==> src/rtl/host_load_sequencer.sv <==
// Host-driven sequencer for the tiny-TPU core: decodes command headers, streams payload
// words into the weight/input buffers, and runs the core with a bounded wait for done.
module host_load_sequencer #(
   parameter int DATA_WIDTH  = 16,
   parameter int ADDR_WIDTH  = 6,
   parameter int RUN_TIMEOUT = 1024
) (
   input  logic                  clk,
   input  logic                  reset,
   input  logic                  in_valid,
   output logic                  in_ready,
   input  logic [DATA_WIDTH-1:0] in_data,
   output logic                  mem_we,
   output logic                  mem_sel,
   output logic [ADDR_WIDTH-1:0] mem_addr,
   output logic [DATA_WIDTH-1:0] mem_wdata,
   output logic                  tpu_start,
   input  logic                  tpu_done,
   output logic                  busy,
   output logic                  run_done,
   output logic [1:0]            err
);

   localparam int TW = (RUN_TIMEOUT > 2) ? $clog2(RUN_TIMEOUT) : 1;

   localparam logic [1:0] OP_LOAD_W  = 2'b00;
   localparam logic [1:0] OP_LOAD_I  = 2'b01;
   localparam logic [1:0] OP_RUN     = 2'b10;
   localparam logic [1:0] OP_CLR_ERR = 2'b11;

   typedef enum logic [1:0] {
      S_IDLE  = 2'd0,
      S_LOAD  = 2'd1,
      S_START = 2'd2,
      S_WAIT  = 2'd3
   } state_t;

   state_t                state_r;
   logic                  sel_r;
   logic [ADDR_WIDTH-1:0] addr_r;
   logic [ADDR_WIDTH-1:0] remaining_r;
   logic [TW-1:0]         timer_r;

   logic                  handshake_s;
   logic [1:0]            op_s;
   logic [ADDR_WIDTH-1:0] len_s;

   assign handshake_s = in_valid & in_ready;
   assign op_s        = in_data[DATA_WIDTH-1 -: 2];
   assign len_s       = in_data[ADDR_WIDTH-1:0];

   // Command FSM; every output is registered alongside the state it belongs to.
   always_ff @(posedge clk or posedge reset) begin
      if (reset) begin
         state_r     <= S_IDLE;
         sel_r       <= 1'b0;
         addr_r      <= '0;
         remaining_r <= '0;
         timer_r     <= '0;
         in_ready    <= 1'b1;
         mem_we      <= 1'b0;
         mem_sel     <= 1'b0;
         mem_addr    <= '0;
         mem_wdata   <= '0;
         tpu_start   <= 1'b0;
         busy        <= 1'b0;
         run_done    <= 1'b0;
         err         <= 2'b00;
      end else begin
         mem_we    <= 1'b0;
         tpu_start <= 1'b0;
         run_done  <= 1'b0;
         case (state_r)
            S_IDLE: begin
               if (handshake_s) begin
                  case (op_s)
                     OP_LOAD_W, OP_LOAD_I: begin
                        state_r     <= S_LOAD;
                        sel_r       <= op_s[0];
                        remaining_r <= len_s;
                        addr_r      <= '0;
                        busy        <= 1'b1;
                     end
                     OP_RUN: begin
                        state_r   <= S_START;
                        tpu_start <= 1'b1;
                        timer_r   <= '0;
                        in_ready  <= 1'b0;
                        busy      <= 1'b1;
                     end
                     OP_CLR_ERR: err <= 2'b00;
                     default: state_r <= S_IDLE;
                  endcase
               end
            end
            S_LOAD: begin
               // Payload words are written verbatim; the opcode field is never looked at here.
               if (handshake_s) begin
                  mem_we      <= 1'b1;
                  mem_sel     <= sel_r;
                  mem_addr    <= addr_r;
                  mem_wdata   <= in_data;
                  addr_r      <= addr_r + ADDR_WIDTH'(1);
                  remaining_r <= remaining_r - ADDR_WIDTH'(1);
                  if (remaining_r == '0) begin
                     state_r <= S_IDLE;
                     busy    <= 1'b0;
                  end
               end
            end
            S_START: begin
               state_r <= S_WAIT;
               timer_r <= '0;
            end
            S_WAIT: begin
               // Done takes priority over a timeout landing on the same cycle.
               if (tpu_done) begin
                  state_r  <= S_IDLE;
                  run_done <= 1'b1;
                  in_ready <= 1'b1;
                  busy     <= 1'b0;
               end else if (timer_r == TW'(RUN_TIMEOUT - 1)) begin
                  state_r  <= S_IDLE;
                  err[1]   <= 1'b1;
                  in_ready <= 1'b1;
                  busy     <= 1'b0;
               end else begin
                  timer_r <= timer_r + TW'(1);
               end
            end
            default: begin
               state_r  <= S_IDLE;
               in_ready <= 1'b1;
               busy     <= 1'b0;
            end
         endcase
      end
   end

endmodule

==> config.mk <==
export PLATFORM = sky130hd
export DESIGN_NAME = host_load_sequencer
export DESIGN_NICKNAME = d
export VERILOG_FILES = /design/src/rtl/host_load_sequencer.sv
export SDC_FILE = /design/constraint.sdc
export NUM_CORES = 1
export LEC_CHECK = 0
export ABC_AREA = 1
export BUFFER_PORTS_ARGS = -buffer_cell sky130_fd_sc_hd__buf_2
export CAP_MARGIN = 20
export CORE_MARGIN = 2
export CORE_UTILIZATION = 35
export CTS_CLUSTER_SIZE = 16
export DETAILED_ROUTE_END_ITERATION = 8
export PLACE_DENSITY = 0.64
export REMOVE_ABC_BUFFERS = 1
export SLEW_MARGIN = 0
export SYNTH_ARGS = -nofsm -noshare
export SYNTH_HDL_FRONTEND = slang
export SYNTH_SLANG_ARGS = --single-unit
==> constraint.sdc <==
create_clock -name clk -period 1.5 [get_ports clk]
set_input_delay 0.3 -clock clk [delete_from_list [all_inputs] [get_ports clk]]
set_output_delay 0.3 -clock clk [all_outputs]
set_load 0.01 [all_outputs]
# Word-level counts from Yosys, hierarchy flattened
# Cells that the tools add are included.
# op_classes
n_addsub,3
n_eq_ne,19
mux,43
n_bitwise,1
n_reduce_logical,17
# op_table
op,count
10-bit two-way mux,4
6-bit two-way mux,6
10-bit case mux with 3 select lines,1
6-bit case mux with 2 select lines,2
1-bit two-way mux,18
5-bit AND reduction,3
2-bit two-way mux,7
"2-bit != test, second input constant",7
"10-bit by 1-bit adder with 10-bit output, second input constant",1
"10-bit equality test, second input constant",1
"2-bit equality test, second input constant",4
2-bit case mux with 4 select lines,1
4-bit AND reduction,2
"6-bit by 1-bit adder with 6-bit output, second input constant",1
6-bit zero test,1
"2-bit by 1-bit != test with 1-bit output, second input constant",3
6-bit AND reduction,1
3-bit nonzero test,2
"6-bit by 1-bit subtractor with 6-bit output, second input constant",1
"2-bit by 1-bit equality test with 1-bit output, second input constant",2
2-bit zero test,2
1-bit case mux with 2 select lines,2
2-bit case mux with 2 select lines,1
2-bit nonzero test,2
other kinds (8),8
# totals
reg_bits,54
input_bits,20

# Logic depth before layout (Yosys ltp)
# Gate-level depths: netlist of the first run.
# logic_depth
depth_word,5
depth_mapped,10
ltp_nobuf,10

# Least setup slack after synthesis of the first run
# No wires, ideal clock.
# synth_path
path_kind,register to register
from,reg state_r[1]
to,reg remaining_r[2]
setup_time_ns,0.121
t_arrival_ns,1.420
slack_ns,-0.041
stages_incl_launch_ff,11
n_path_buf,2
period_less_slack_ns,1.541
cell_sequence,dfrtp_1 -> inv_1 -> ha_1 -> buf_6 -> inv_4 -> nor2_4 -> nand2_2 -> nand2_2 -> buf_6 -> o21ai_1 -> a22o_1
# synth_via
elab_chain_len,3
elab_cells_between_ends,8
cone_classes,eq/ne (4); mux (1); reduce/logical (3)
# synth_lines
item,line,source
start: declaration,38,state_t state_r;
start signal: assignment,55,state_r <= S_IDLE;
start signal: assignment,78,state_r <= S_LOAD;
start signal: assignment,85,state_r <= S_START;
2-bit by 1-bit equality test with 1-bit output / 2-bit zero test (equally long branches),73,case (state_r)
2-bit != test (no line) (tied with other cells),n/a,
4-bit AND reduction (no line),n/a,
end signal: assignment,80,remaining_r <= len_s;
end signal: assignment,104,remaining_r <= remaining_r - ADDR_WIDTH'(1);
end: declaration,41,logic [ADDR_WIDTH-1:0] remaining_r;
# Several ways; a longest one is shown, not always the timed one.
# A chain may end at the register's enable or synchronous reset.

# Worst setup path after layout of the first run
# layout_path
from,reg state_r[0]
to,reg timer_r[7]
# layout_via
elab_chain_len,3
elab_cells_between_ends,10
cone_classes,eq/ne (6); mux (1); reduce/logical (3)
# layout_lines
item,line,source
2-bit equality test / 2-bit zero test (equally long branches),73,
2-bit != test (no line) (tied with other cells),n/a,
5-bit AND reduction (no line),n/a,
end signal: assignment,128,timer_r <= timer_r + TW'(1);
end: declaration,42,logic [TW-1:0] timer_r;
# Several ways; a longest one is shown, not always the timed one.

==> flow_summary.json, run 1 <==
{
  "power_density_nw_per_um2": 1618,
  "cts_tree": "yes",
  "wl_per_cell_um": 11.67,
  "clock-sinks": 54,
  "synth_seq_cells": 54,
  "crit_type": "reg2reg",
  "die_x_um": 91.69,
  "core-area_um2": 7331,
  "final_nets": 427,
  "dp_hpwl_mm": 4.089,
  "h-tree-depth": 2,
  "grt_first_pass_wirelength_mm": 9.597,
  "crit_buf_inv": 3,
  "antenna_found_initial": 0,
  "synth_edf_count": 0,
  "busiest_layer": "met2",
  "yosys.area.top_type": "dfrtp_1",
  "start_util": 0.3671,
  "ant_nets": 0,
  "synth_area_leaders": "dfrtp_1, nand2_1, o21ai_0, inv_1, ha_1",
  "dr.pass1.iters": 4,
  "status": "finished with violations",
  "vdd_drop_max_mv": 0.7160,
  "num_vias": 2308,
  "final_layout_size_suffix_gt1_frac": 0.3183,
  "min_path_type": "in2async",
  "crit_chain": "ha_4 -> inv_4 -> buf_4 -> nand4_4 -> nor2_4 -> inv_6 -> nand2_1 -> o21ai_2",
  "clk_pin_slew_ps": 100,
  "crit_path_end_kind": "flop",
  "startpoint_type": "flop",
  "yosysUniqueCellTypes": 34,
  "switching_share": 0.4025,
  "fmax_mhz": 661.5,
  "fin_ws_ps": -11.62,
  "setup_viol": 8,
  "setup_tns_ps": -39.47,
  "n_antenna_cell": 0,
  "failed_checks": "setup timing",
  "drtIter0Drc": 57,
  "seqCellArea_um2": 1354,
  "wl_mm": 5.814,
  "synthToLayoutAreaGrowth_pct": 28.45,
  "numCtsBuffers": 5,
  "grtUsageMet3": 0.02958,
  "grt_max_degree": 55,
  "grt_util_all_layers": 0.1402,
  "finalCriticalPeriod_ps": 1512,
  "cp.arrival_ps": 1720,
  "max_stage_delay_ps": 460,
  "seq_power_share": 0.385,
  "use_met2": 0.2194,
  "leakage_nw": 1.795,
  "worst_path_max_delay_cell": "dfrtp_2",
  "clk_latency_ps": 310,
  "syn_area_um2": 2691,
  "grt_pass1_vias": 2080,
  "multi_input_area_um2": 1271,
  "grt-ovfl-total": 0,
  "critPathTopFamily": "flip-flops",
  "ys.flop_type": "dfrtp_1",
  "period_share": 1.008,
  "synth_cells": 325,
  "io_pins": 50,
  "yosysSeqAreaShare": 0.5026,
  "fin_skew_ps": 7.754,
  "p_comb_frac": 0.473,
  "cp_max_fo": 10,
  "ys_async_sr_fraction": 1.000,
  "fillers": 718,
  "hold_violations": 0,
  "gp_congestion": 0.8636,
  "ys_warn_count": 0,
  "drc": 0,
  "power.internal_mw": 3.343,
  "rows": 31,
  "use_met1": 0.1941,
  "p_sw_mw": 2.252,
  "p_total_mw": 5.595,
  "pre_cts_slack_ps": -63.27,
  "synth_most_common_cell": "nand2_1",
  "port_buffers": 48,
  "synth_common_cells": "nand2_1, dfrtp_1, inv_1, o21ai_0, nor2_1",
  "die_area_um2": 8407,
  "cts_buffer_depth": 2,
  "startpoint": "state_r[0]",
  "vias_per_cell": 4.635,
  "avgSynthCellArea_um2": 8.281,
  "die_h_um": 91.69,
  "worstPathRequired_ps": 1710,
  "timing.final.max_slew_violations": 0,
  "clkPwrFrac": 0.142,
  "yosysTopAreaCellShare": 0.4928,
  "rsz0062_at_grt": "true",
  "clockRootBuffer": "clkbuf_8",
  "cts_hold_buf": 0,
  "regToRegStartpoint": "state_r[0]",
  "drv_cap": 0
}
[sequential cells by signal, indices dropped and copies added (netlist names), 2 cells and up]
register	cells
timer_r	10
addr_r	6
mem_wdata	16
remaining_r	6
mem_addr	6
state_r	2
[cells by family after synthesis]
family | count (synthesis) | share of synthesized area
xor gates and xnor gates | 7 | 0.02278
buffers and inverters | 42 | 0.07066
and+or+nand+nor | 166 | 0.2673
adders and majority gates | 8 | 0.03719
AOI/OAI and AO/OA | 47 | 0.09809
other | 1 | 0.001393
DFF | 54 | 0.5026
[stage by stage]
stage	hold slack, ps	util	std cells	instance area (um^2)
6_report	23.25	0.4716	498	3457
5_1_grt	49.95	0.4716	498	3457
4_1_cts	33.00	0.4533	495	3323
3_5_place_dp	379.0	0.4383	488	3213
3_3_place_gp	377.3	0.4383	488	3213
2_1_floorplan	416.7	-	315	2629
[area by class of cell]
cell class | instances | area share
Sequential cell | 54 | 0.3916
Tap cell | 99 | 0.03583
Clock inverter | 2 | 0.003981
Clock buffer | 5 | 0.01991
Timing Repair Buffer | 76 | 0.1440
Inverter | 32 | 0.03692
Multi-Input combinational cell | 230 | 0.3677
[what timing repair did]
| item | CTS | global route |
|---|---|---|
| gates cloned | 0 | 1 |
| endpoints found under the hold margin | 0 | 0 |
| buffers inserted | 0 | 2 |
| gates resized for setup | 8 | 36 |
| endpoints found under the setup margin | 23 | 49 |
| pin swaps | 2 | 7 |
[power groups by stage]
stage | clock (mW) | combinational (mW) | sequential, mW
final | 0.793 | 2.65 | 2.15
after global placement | 0 | 2.29 | 2.15
after CTS | 0.838 | 2.39 | 2.13
after floorplan | 0 | 1.34 | 2.24
after global routing | 0.889 | 2.99 | 2.20
after detailed placement | 0 | 2.32 | 2.16
[per-layer routing]
| layer | part of all wire | vias up |
|---|---|---|
| met2 | 0.46 | 55 |
| li1 | - | 1181 |
| met3 | 0.049 | 10 |
| met4 | 0.016 | 0 |
| met1 | 0.48 | 1062 |
| met5 | 0 | - |
[cells in the final DEF, fill, tap and decap left out, types with 7 or more instances in the layout]
cell / synthesis / final
nand2_2: 4 / 7
buf_2: 5 / 48
xor2_1: 7 / 7
dfrtp_1: 53 / 52
buf_4: 1 / 20
inv_1: 29 / 24
nand3_1: 18 / 15
o21ai_1: 3 / 9
o21ai_0: 26 / 19
nand2_1: 108 / 104
nor2_1: 21 / 17
[final timing paths]
kind / end / slack, ps / cells past startpoint
worst max-delay path: timer_r[7] / -10 / 8
worst min-delay path: mem_wdata[5] / 20 / 3
worst max register to register: timer_r[7] / -10 / 8
worst min register to register: mem_wdata[8] / 470 / 2
max in group asynchronous: in_ready / 1170 / 3
min in group clk: mem_wdata[9] / 180 / 3
[worst reg2reg max path, stage by stage, from the launching register on]
cell and delay [ps]:
dfrtp_2 460, ha_4 190, inv_4 70, buf_4 110, nand4_4 120, nor2_4 240
inv_6 80, nand2_1 80, o21ai_2 50
Note: power is estimated with default switching activity, not from simulation.
==> inputs of run 2 (changes only) <==
Settings changed: ABC_AREA 1 to not set.
==> run 2 against run 1 <==
The flow still finishes with violations (setup timing). Global-route usage grew 5.0 points. Flip-flop and latch count is the same. Synthesized area shrank 0.70%. Via count grew 7.8%. Sequential power shrank 33%. Largest cell class is now multi-input combinational cells. Sequential share of layout area shrank 7.1 points. Total power shrank 57%. First-iteration DRC count grew 40%. Synthesized cell count shrank 25%. Die area shrank 0.66%. Register-to-register slack lost 490 ps. Maximum frequency shrank 25%.
==> flow_summary.json, run 2 <==
{
  "status": "finished with violations",
  "failed_checks": "setup timing",
  "clkPwrFrac": 0.355,
  "seq_power_share": 0.604,
  "drc": 0,
  "grt_pass1_vias": 2599,
  "final_layout_size_suffix_gt1_frac": 0.5637,
  "setup_viol": 52,
  "multi_input_area_um2": 1603,
  "clk_pin_slew_ps": 110,
  "min_path_type": "in2reg",
  "vdd_drop_max_mv": 0.2863,
  "use_met1": 0.2329,
  "layout_common_cells": "buf_4, dfrtp_1, buf_2, mux2_4, buf_6",
  "synth_area_leaders": "dfrtp_1, mux2_2, ha_1, o21ai_0, nand2_1",
  "switching_share": 0.2398,
  "synth_seq_cells": 54,
  "io_pins": 50,
  "drtIter0Drc": 80,
  "max_stage_delay_ps": 550,
  "fin_ws_ps": -503.6,
  "synth_edf_count": 0,
  "ys_warn_count": 0,
  "port_buffers": 48,
  "setup_tns_ps": -13020,
  "crit_buf_inv": 0,
  "die_x_um": 91.39,
  "cts_tree": "yes",
  "power.internal_mw": 1.832,
  "period_share": 1.336,
  "worst_path_max_delay_cell": "or4_4",
  "fin_skew_ps": 7.664,
  "yosys.area.top_type": "dfrtp_1",
  "finalCriticalPeriod_ps": 2004,
  "dp_cells": 435,
  "start_util": 0.3646,
  "die_area_um2": 8351,
  "grt_util_all_layers": 0.1901,
  "leakage_nw": 2.043,
  "crit_type": "reg2reg",
  "avgSynthCellArea_um2": 10.95,
  "p_sw_uw": 577.6,
  "h-tree-depth": 2,
  "num_vias": 2487,
  "yosysSeqAreaShare": 0.5061,
  "synthToLayoutAreaGrowth_pct": 58.15,
  "dr.pass1.iters": 4,
  "wl_mm": 7.866,
  "antenna_found_initial": 0,
  "syn_area_um2": 2673,
  "grt_max_degree": 19,
  "ys.flop_type": "dfrtp_1",
  "fillers": 605,
  "largest_register_ffs": 16,
  "stdcell_count": 468,
  "rsz0062_at_grt": "true",
  "yosysTopAreaCellShare": 0.4963,
  "dp_hpwl_mm": 4.763,
  "synth_cells": 244,
  "cp_max_fo": 6,
  "wl_per_cell_um": 16.81,
  "final_common_cell": "buf_4",
  "die_h_um": 91.39,
  "clock-sinks": 54,
  "ys_async_sr_fraction": 1.000,
  "crit_path_end_kind": "flop",
  "core-area_um2": 7331,
  "worstPathRequired_ps": 1740,
  "fmax_mhz": 499.1,
  "p_comb_frac": 0.041,
  "use_met2": 0.3370,
  "numCtsBuffers": 5,
  "cp.arrival_ps": 2240,
  "vias_per_cell": 5.314,
  "pre_cts_slack_ps": -529.8,
  "cts_buffer_depth": 2,
  "yosysUniqueCellTypes": 49,
  "final_nets": 396,
  "ant_nets": 0,
  "n_antenna_cell": 0,
  "grt-ovfl-total": 0,
  "gp_congestion": 0.8716,
  "startpoint_type": "flop",
  "rows": 31,
  "busiest_layer": "met2",
  "drv_cap": 0,
  "largest-register": "mem_wdata",
  "hold_violations": 0,
  "reg_top3": "mem_wdata (16), timer_r (10)",
  "crit_chain": "ha_4 -> and2_4 -> a2111o_1 -> or4_4 -> a22oi_2",
  "synth_most_common_cell": "dfrtp_1",
  "grt_first_pass_wirelength_mm": 12.84,
  "clk_latency_ps": 320,
  "power_density_nw_per_um2": 570.0,
  "seqCellArea_um2": 1355,
  "synth_common_cells": "dfrtp_1, mux2_2, o21ai_0, nand2_1, inv_1",
  "critPathTopFamily": "simple AND/OR/NAND/NOR gates",
  "timing.final.max_slew_violations": 0,
  "clockRootBuffer": "clkbuf_8",
  "grtUsageMet3": 0.03402
}
## run 2: final timing paths
kind / from / to / slack [ps] / depth (start not counted)
setup / recovery: state_r[1] / timer_r[3] / -500 / 5
hold / removal: in_data[9] / mem_wdata[9] / 210 / 2
setup reg to reg: state_r[1] / timer_r[3] / -500 / 5
hold reg to reg: mem_wdata[5] / mem_wdata[5] / 510 / 1
max in group asynchronous: reset / mem_wdata[5] / 500 / 4
min in group asynchronous: reset / timer_r[0] / 540 / 3
## run 2: metal layers
metal	vias to the layer above	routed length (um)
li1	1158	-
met1	1246	3234
met2	70	4168
met3	13	327
met4	0	136
met5	-	0
## run 2: cells by family after synthesis
kind of cell               Yosys count  synth area share
AOI/OAI and AO/OA                   65            0.1732
and+or+nand+nor                     64            0.1278
DFF                                 54            0.5061
muxes                               27            0.1133
buffers and inverters               23           0.03417
adders and majority gates            8           0.03745
xor gates and xnor gates             2          0.006556
other                                1          0.001403
## run 2: cell type report
class | count | area share
inverter | 12 | 0.01066
timing repair buffer | 128 | 0.2380
sequential | 54 | 0.3206
clock inverter | 3 | 0.005921
multi-input combinational | 167 | 0.3792
clock buffer | 5 | 0.01628
tap | 99 | 0.02931
## run 2: per-stage QoR
stage	cell area [um^2]	utilization	total power, mW	hold slack [ps]
after floorplan	2626	-	1.511	450.6
after global placement	3428	0.4677	1.573	323.7
after detailed placement	3428	0.4677	1.575	321.9
after CTS	4180	0.5702	2.441	200.5
after global routing	4227	0.5765	2.515	199.2
final	4227	0.5765	2.409	206.2
## run 2: timing repair
item | CTS | global route
endpoints found under the setup margin | 52 | 53
pin swaps | 29 | 12
setup buffers | 17 | 7
endpoints found under the hold margin | 13 | 0
hold buffers | 1 | 0
cloned | 4 | 0
gates resized for setup | 100 | 18
## run 2: power by group through the flow
stage                     combinational [mW]  sequential [mW]  clock, mW
after CTS                              0.100             1.45      0.886
after global placement                0.0902             1.48          0
after detailed placement              0.0913             1.48          0
after floorplan                       0.0278             1.48          0
final                                 0.0986             1.45      0.856
after global routing                   0.112             1.46      0.947
